[config.mk]
export PLATFORM = sky130hd
export DESIGN_NAME = multi_digit_led_driver
export DESIGN_NICKNAME = d
export VERILOG_FILES = /design/src/rtl/multi_digit_led_driver.sv
export SDC_FILE = /design/constraint.sdc
export NUM_CORES = 1
export LEC_CHECK = 0
export CAP_MARGIN = 20
export CORE_MARGIN = 2
export CORE_UTILIZATION = 53
export CTS_BUF_LIST = sky130_fd_sc_hd__clkbuf_16
export CTS_CLUSTER_DIAMETER = 60
export CTS_CLUSTER_SIZE = 30
export DETAILED_ROUTE_END_ITERATION = 7
export PLACE_DENSITY_LB_ADDON = 0.2
export SLEW_MARGIN = 20
export SYNTH_ARGS = -nofsm -noshare
export SYNTH_HDL_FRONTEND = slang
export SYNTH_SLANG_ARGS = --single-unit
export TNS_END_PERCENT = 1
[constraint.sdc]
create_clock -name clk -period 4.9 [get_ports clk]
set_input_delay 0.98 -clock clk [delete_from_list [all_inputs] [get_ports clk]]
set_output_delay 0.98 -clock clk [all_outputs]
set_load 0.01 [all_outputs]
[src/rtl/multi_digit_led_driver.sv]
// multi_digit_led_driver
//
// Time-multiplexes NUM_DIGITS common-anode seven-segment digits from a
// writable MSG_LEN-entry buffer of hex characters. Each digit slot begins with
// BLANK_CYCLES of all-anodes-off to suppress ghosting. The window into the
// buffer can scroll, and a scroll step only takes effect at a frame boundary,
// so a frame never mixes two windows.
//
// Ports
//   clk        system clock
//   reset      asynchronous, active-low reset
//   wr_en      buffer write strobe
//   wr_addr    buffer write address
//   wr_data    hex character to write
//   scroll_en  1 = advance the window on each scroll tick, 0 = hold
//   dp_mask    bit k = 1 lights the decimal point of digit k
//   an         anode enables, active low, an[NUM_DIGITS-1] is leftmost
//   seg        {a,b,c,d,e,f,g}, active low
//   dp         decimal point, active low
//   win_ptr    buffer index shown on the leftmost digit
module multi_digit_led_driver #(
  parameter int NUM_DIGITS   = 4,
  parameter int DIV_W        = 4,
  parameter int BLANK_CYCLES = 2,
  parameter int MSG_LEN      = 16,
  parameter int SCROLL_W     = 6
) (
  input  logic                       clk,
  input  logic                       reset,
  input  logic                       wr_en,
  input  logic [$clog2(MSG_LEN)-1:0] wr_addr,
  input  logic [3:0]                 wr_data,
  input  logic                       scroll_en,
  input  logic [NUM_DIGITS-1:0]      dp_mask,
  output logic [NUM_DIGITS-1:0]      an,
  output logic [6:0]                 seg,
  output logic                       dp,
  output logic [$clog2(MSG_LEN)-1:0] win_ptr
);

  localparam int AW = $clog2(MSG_LEN);
  localparam int DW = $clog2(NUM_DIGITS);
  localparam logic [NUM_DIGITS-1:0] ONE_HOT0 = NUM_DIGITS'(1);

  function automatic logic [6:0] hex_to_seg(input logic [3:0] h);
    logic [6:0] s;
    case (h)
      4'h0: s = 7'b0000001;
      4'h1: s = 7'b1001111;
      4'h2: s = 7'b0010010;
      4'h3: s = 7'b0000110;
      4'h4: s = 7'b1001100;
      4'h5: s = 7'b0100100;
      4'h6: s = 7'b0100000;
      4'h7: s = 7'b0001111;
      4'h8: s = 7'b0000000;
      4'h9: s = 7'b0000100;
      4'hA: s = 7'b0001000;
      4'hB: s = 7'b1100000;
      4'hC: s = 7'b0110001;
      4'hD: s = 7'b1000010;
      4'hE: s = 7'b0110000;
      default: s = 7'b0111000;
    endcase
    return s;
  endfunction

  logic [DIV_W-1:0]      cnt;
  logic [DIV_W-1:0]      cnt_nxt;
  logic [DW-1:0]         dig;
  logic [DW-1:0]         dig_nxt;
  logic [SCROLL_W-1:0]   scnt;
  logic                  pend;
  logic                  primed;
  logic [3:0]            mem [MSG_LEN];

  logic                  slot_end;
  logic                  frame_start;
  logic                  tick;
  logic                  load;
  logic                  adv;
  logic [AW-1:0]         win_nxt;
  logic [AW-1:0]         char_idx;
  logic [NUM_DIGITS-1:0] an_nxt;

  always_comb begin
    cnt_nxt     = cnt + 1'b1;
    slot_end    = (cnt == '1);
    dig_nxt     = dig;
    if (slot_end) begin
      dig_nxt = (dig == '0) ? DW'(NUM_DIGITS - 1) : dig - 1'b1;
    end
    frame_start = slot_end && (dig == '0);
    tick        = scroll_en && (scnt == '1);
    // The first slot after reset has no counter-wrap edge of its own, so it
    // loads on its first edge instead; this lands inside the blank cycles.
    load        = slot_end || !primed;
    adv         = frame_start && pend;
    win_nxt     = win_ptr + {{(AW-1){1'b0}}, adv};
    // Loads use the post-edge window so the whole new frame is consistent.
    char_idx    = win_nxt + AW'(NUM_DIGITS - 1) - AW'(dig_nxt);
    an_nxt      = '1;
    if (cnt_nxt >= DIV_W'(BLANK_CYCLES)) begin
      an_nxt = ~(ONE_HOT0 << dig_nxt);
    end
  end

  // Sequencing, scroll control and anode register
  always_ff @(posedge clk or negedge reset) begin
    if (!reset) begin
      cnt     <= '0;
      dig     <= DW'(NUM_DIGITS - 1);
      scnt    <= '0;
      pend    <= 1'b0;
      primed  <= 1'b0;
      win_ptr <= '0;
      an      <= '1;
    end else begin
      cnt     <= cnt_nxt;
      dig     <= dig_nxt;
      primed  <= 1'b1;
      win_ptr <= win_nxt;
      an      <= an_nxt;
      if (scroll_en) begin
        scnt <= scnt + 1'b1;
      end
      // A tick on the frame-start edge survives to the following frame.
      if (tick) begin
        pend <= 1'b1;
      end else if (frame_start) begin
        pend <= 1'b0;
      end
    end
  end

  // Segment / decimal-point latch, loaded once per slot
  always_ff @(posedge clk or negedge reset) begin
    if (!reset) begin
      seg <= 7'b1111111;
      dp  <= 1'b1;
    end else if (load) begin
      seg <= hex_to_seg(mem[char_idx]);
      dp  <= ~dp_mask[dig_nxt];
    end
  end

  // Message buffer; a load on the same edge as a write reads the old value
  always_ff @(posedge clk or negedge reset) begin
    if (!reset) begin
      for (int i = 0; i < MSG_LEN; i++) begin
        mem[i] <= 4'h0;
      end
    end else if (wr_en) begin
      mem[wr_addr] <= wr_data;
    end
  end

endmodule
==> reports/summary.txt <==
post-synthesis sequential area ratio -> 50.0%
# fillers -> 670
upper clock frequency limit -> 219 MHz
Synth Flop Type -> dfrtp_1
die area -> 0.00971 mm²
Mapped Area -> 0.00474 mm²
number of buffers added on ports -> 31
Syn Inst Count -> 354
CTS H-Tree Depth -> 3
first-pass GRT wire length -> 15.7 mm
Worst EP required -> 5.16 ns
Slowest-stage cell, CP -> mux4_2
Die Y -> 98.6 µm
synth warn -> 0
Worst Path Max Fanout -> 8
Worst-path clk slew -> 0.06 ns
Longest Clk Path Bufs -> 2
clock buffers created by TritonCTS -> 9
startpoint types -> flip-flop
post-cts sizing count -> 0
Leak -> 2.33 nW
Chip Width -> 98.6 µm
hold crit path type -> reg2reg
Iter 0 DRT Violations -> 95
clk sink count -> 94
routed via count -> 2905
peak supply drop -> 0.214 mV
DRC violations left -> 0
outcome -> finished clean
synth unique cells -> 41
net count after synthesis -> 385
most frequent CP cell -> ha_1
final worst slack -> 0.334 ns
vias per cell -> 5.76
Cell Rows -> 34
sum of negative setup slack -> 0 ns
critical path's largest stage delay -> 0.45 ns
post-route ant nets -> 0
total core area -> 0.00868 mm²
initial antenna violation count -> 0
TritonCTS clock tree -> yes
Worst Path Arrival -> 4.83 ns
synthesized area per cell -> 13.4 µm²
# setup viols final -> 0
Post-CTS Repair Setup Buffers -> 0
gpl congestion -> 0.831
total track usage -> 20.9%
Starting Density -> 54.6%
FF/Latch Area -> 0.00237 mm²
Least-Margin Pin Slew -> 0.780 ns
cts hold-fix bufs -> 0
ANT cells -> 0
vias in the first global route -> 3013
grt total ovfl -> 0
most frequent cells in the layout -> dfrtp_1, mux2_2, clkdlybuf4s50_1
fin cells -> 504
number of enable flip-flop cells after synthesis -> 0
RSZ-0062 raised after global routing -> no
hpwl dp -> 6.89 mm
Worst Reg2Reg Path Length in Cells -> 17
Net count, final -> 422
min Tclk post-route -> 4.57 ns
Crit Path Class -> reg2reg
clk root buf -> clkbuf_16
#FFs+latches synth -> 94
drt pass-1 iters -> 4
total power per unit cell area -> 400 mW/mm²
Synth-to-Final Area Change -> 15.4%
clk_lat worst skew -> 0.33 ns
share of cells above drive strength 1 -> 33.1%
Maximum Capacitance Violations -> 0
clock skew -> 0.00526 ns
Slew headroom -> 48.0%
Max Slew Vio Count -> 0
most common cell after layout, fill and taps aside -> dfrtp_1
Wirelength per Cell -> 18.5 µm
WHS Path Cells -> 1
Final period util -> 93.2%
DP Cell Count -> 488
Placement Setup Slack -> 0.274 ns
I/O pin total -> 32
Multi-input gate area -> 0.00227 mm²
crit-path cells -> ha_1, nand3_2, nor2_1, and3_1, ha_1, ha_1, ha_1, inv_1, fa_1, xor2_1, xnor2_2, mux2_2, mux2_2, inv_1, ha_1, mux4_2, mux2_2
final WL -> 9.30 mm
Async S/R FF share, synth -> 100%
CP Capture Type -> flip-flop
final hold viol count -> 0
pin count of the biggest net entering global routing -> 65
stage by stage:
| stage | utilization (%) | total power [mW] | hold WS, ns | area (µm²) |
|---|---|---|---|---|
| after CTS | 62.9 | 2.21 | 0.476 | 5460 |
| after detailed placement | 59.8 | 1.57 | 0.461 | 5190 |
| final | 63.0 | 2.19 | 0.470 | 5470 |
| after global routing | 63.0 | 2.31 | 0.490 | 5470 |
| after global placement | 59.8 | 1.55 | 0.456 | 5190 |
| after floorplan | - | 1.40 | 0.442 | 4740 |
path summary, 6_finish.rpt:
check / start / slack [ns] / end
setup / recovery: cnt[0] / 0.33 / seg[3]
hold / removal: scnt[5] / 0.47 / scnt[5]
setup reg to reg: cnt[0] / 0.33 / seg[3]
hold reg to reg: scnt[5] / 0.47 / scnt[5]
max in group asynchronous: reset / 3.26 / mem[29]
min in group asynchronous: reset / 0.73 / cnt[2]
power breakdown:
group          switching (mW)  leakage (nW)  internal [mW]
Clock                   0.288         0.132          0.340
Sequential             0.0949          1.13          0.963
Combinational           0.209          1.07          0.292
kinds of logic after synthesis:
family / after synthesis / synth area share (%)
buffers and inverters: 28 / 2.35
AND/OR/NAND/NOR: 80 / 8.45
flip-flops: 94 / 50.0
multiplexers: 104 / 30.0
AO/OA/AOI/OAI: 20 / 2.80
other: 1 / 0.0791
adder cells (fa/ha/maj): 15 / 4.12
XOR/XNOR: 12 / 2.22
cells in the mapped netlist, types with 8 or more instances:
library cell | instances | share of area [%]
clkbuf_1 | 10 | 0.79
dfrtp_1 | 80 | 42
dfstp_2 | 14 | 7.8
ha_1 | 14 | 3.7
inv_1 | 14 | 1.1
mux2_2 | 66 | 16
mux2i_1 | 8 | 1.7
mux4_2 | 23 | 11
nand2_1 | 19 | 1.5
nand3_1 | 8 | 0.85
nor2_1 | 21 | 1.7
nor2b_1 | 9 | 1.2
worst max-delay path: cells and delay by family, from the launching register on:
family,cells,cell delay (ns)
xor gates and xnor gates,2,0.41
adders and majority gates,6,1.50
buffers and inverters,2,0.17
DFF,1,0.40
muxes,4,1.45
and+or+nand+nor,3,0.55
state kept, by name, summed over array words and instances (netlist names):
register and flops:
seg 7, primed 1, cnt 4, dp 1, pend 1, dig 2, an 4, win_ptr 4
scnt 6, mem 64
routing by layer:
layer,track usage [%],vias to the layer above,routed length (µm)
li1,-,1350,-
met1,29.0,1497,4220
met2,33.9,44,4670
met3,2.70,14,247
met4,8.64,0,161
met5,0,-,0
layout make-up:
class                   count  area share, %
multi-input cells         232           41.5
well taps                 108           2.47
repair buffers             39           6.79
clock inverters             7          0.778
inverters                  15           1.03
flip-flops and latches     94           43.3
clock buffers               9           4.12
Power figures use the tool's default switching activity.
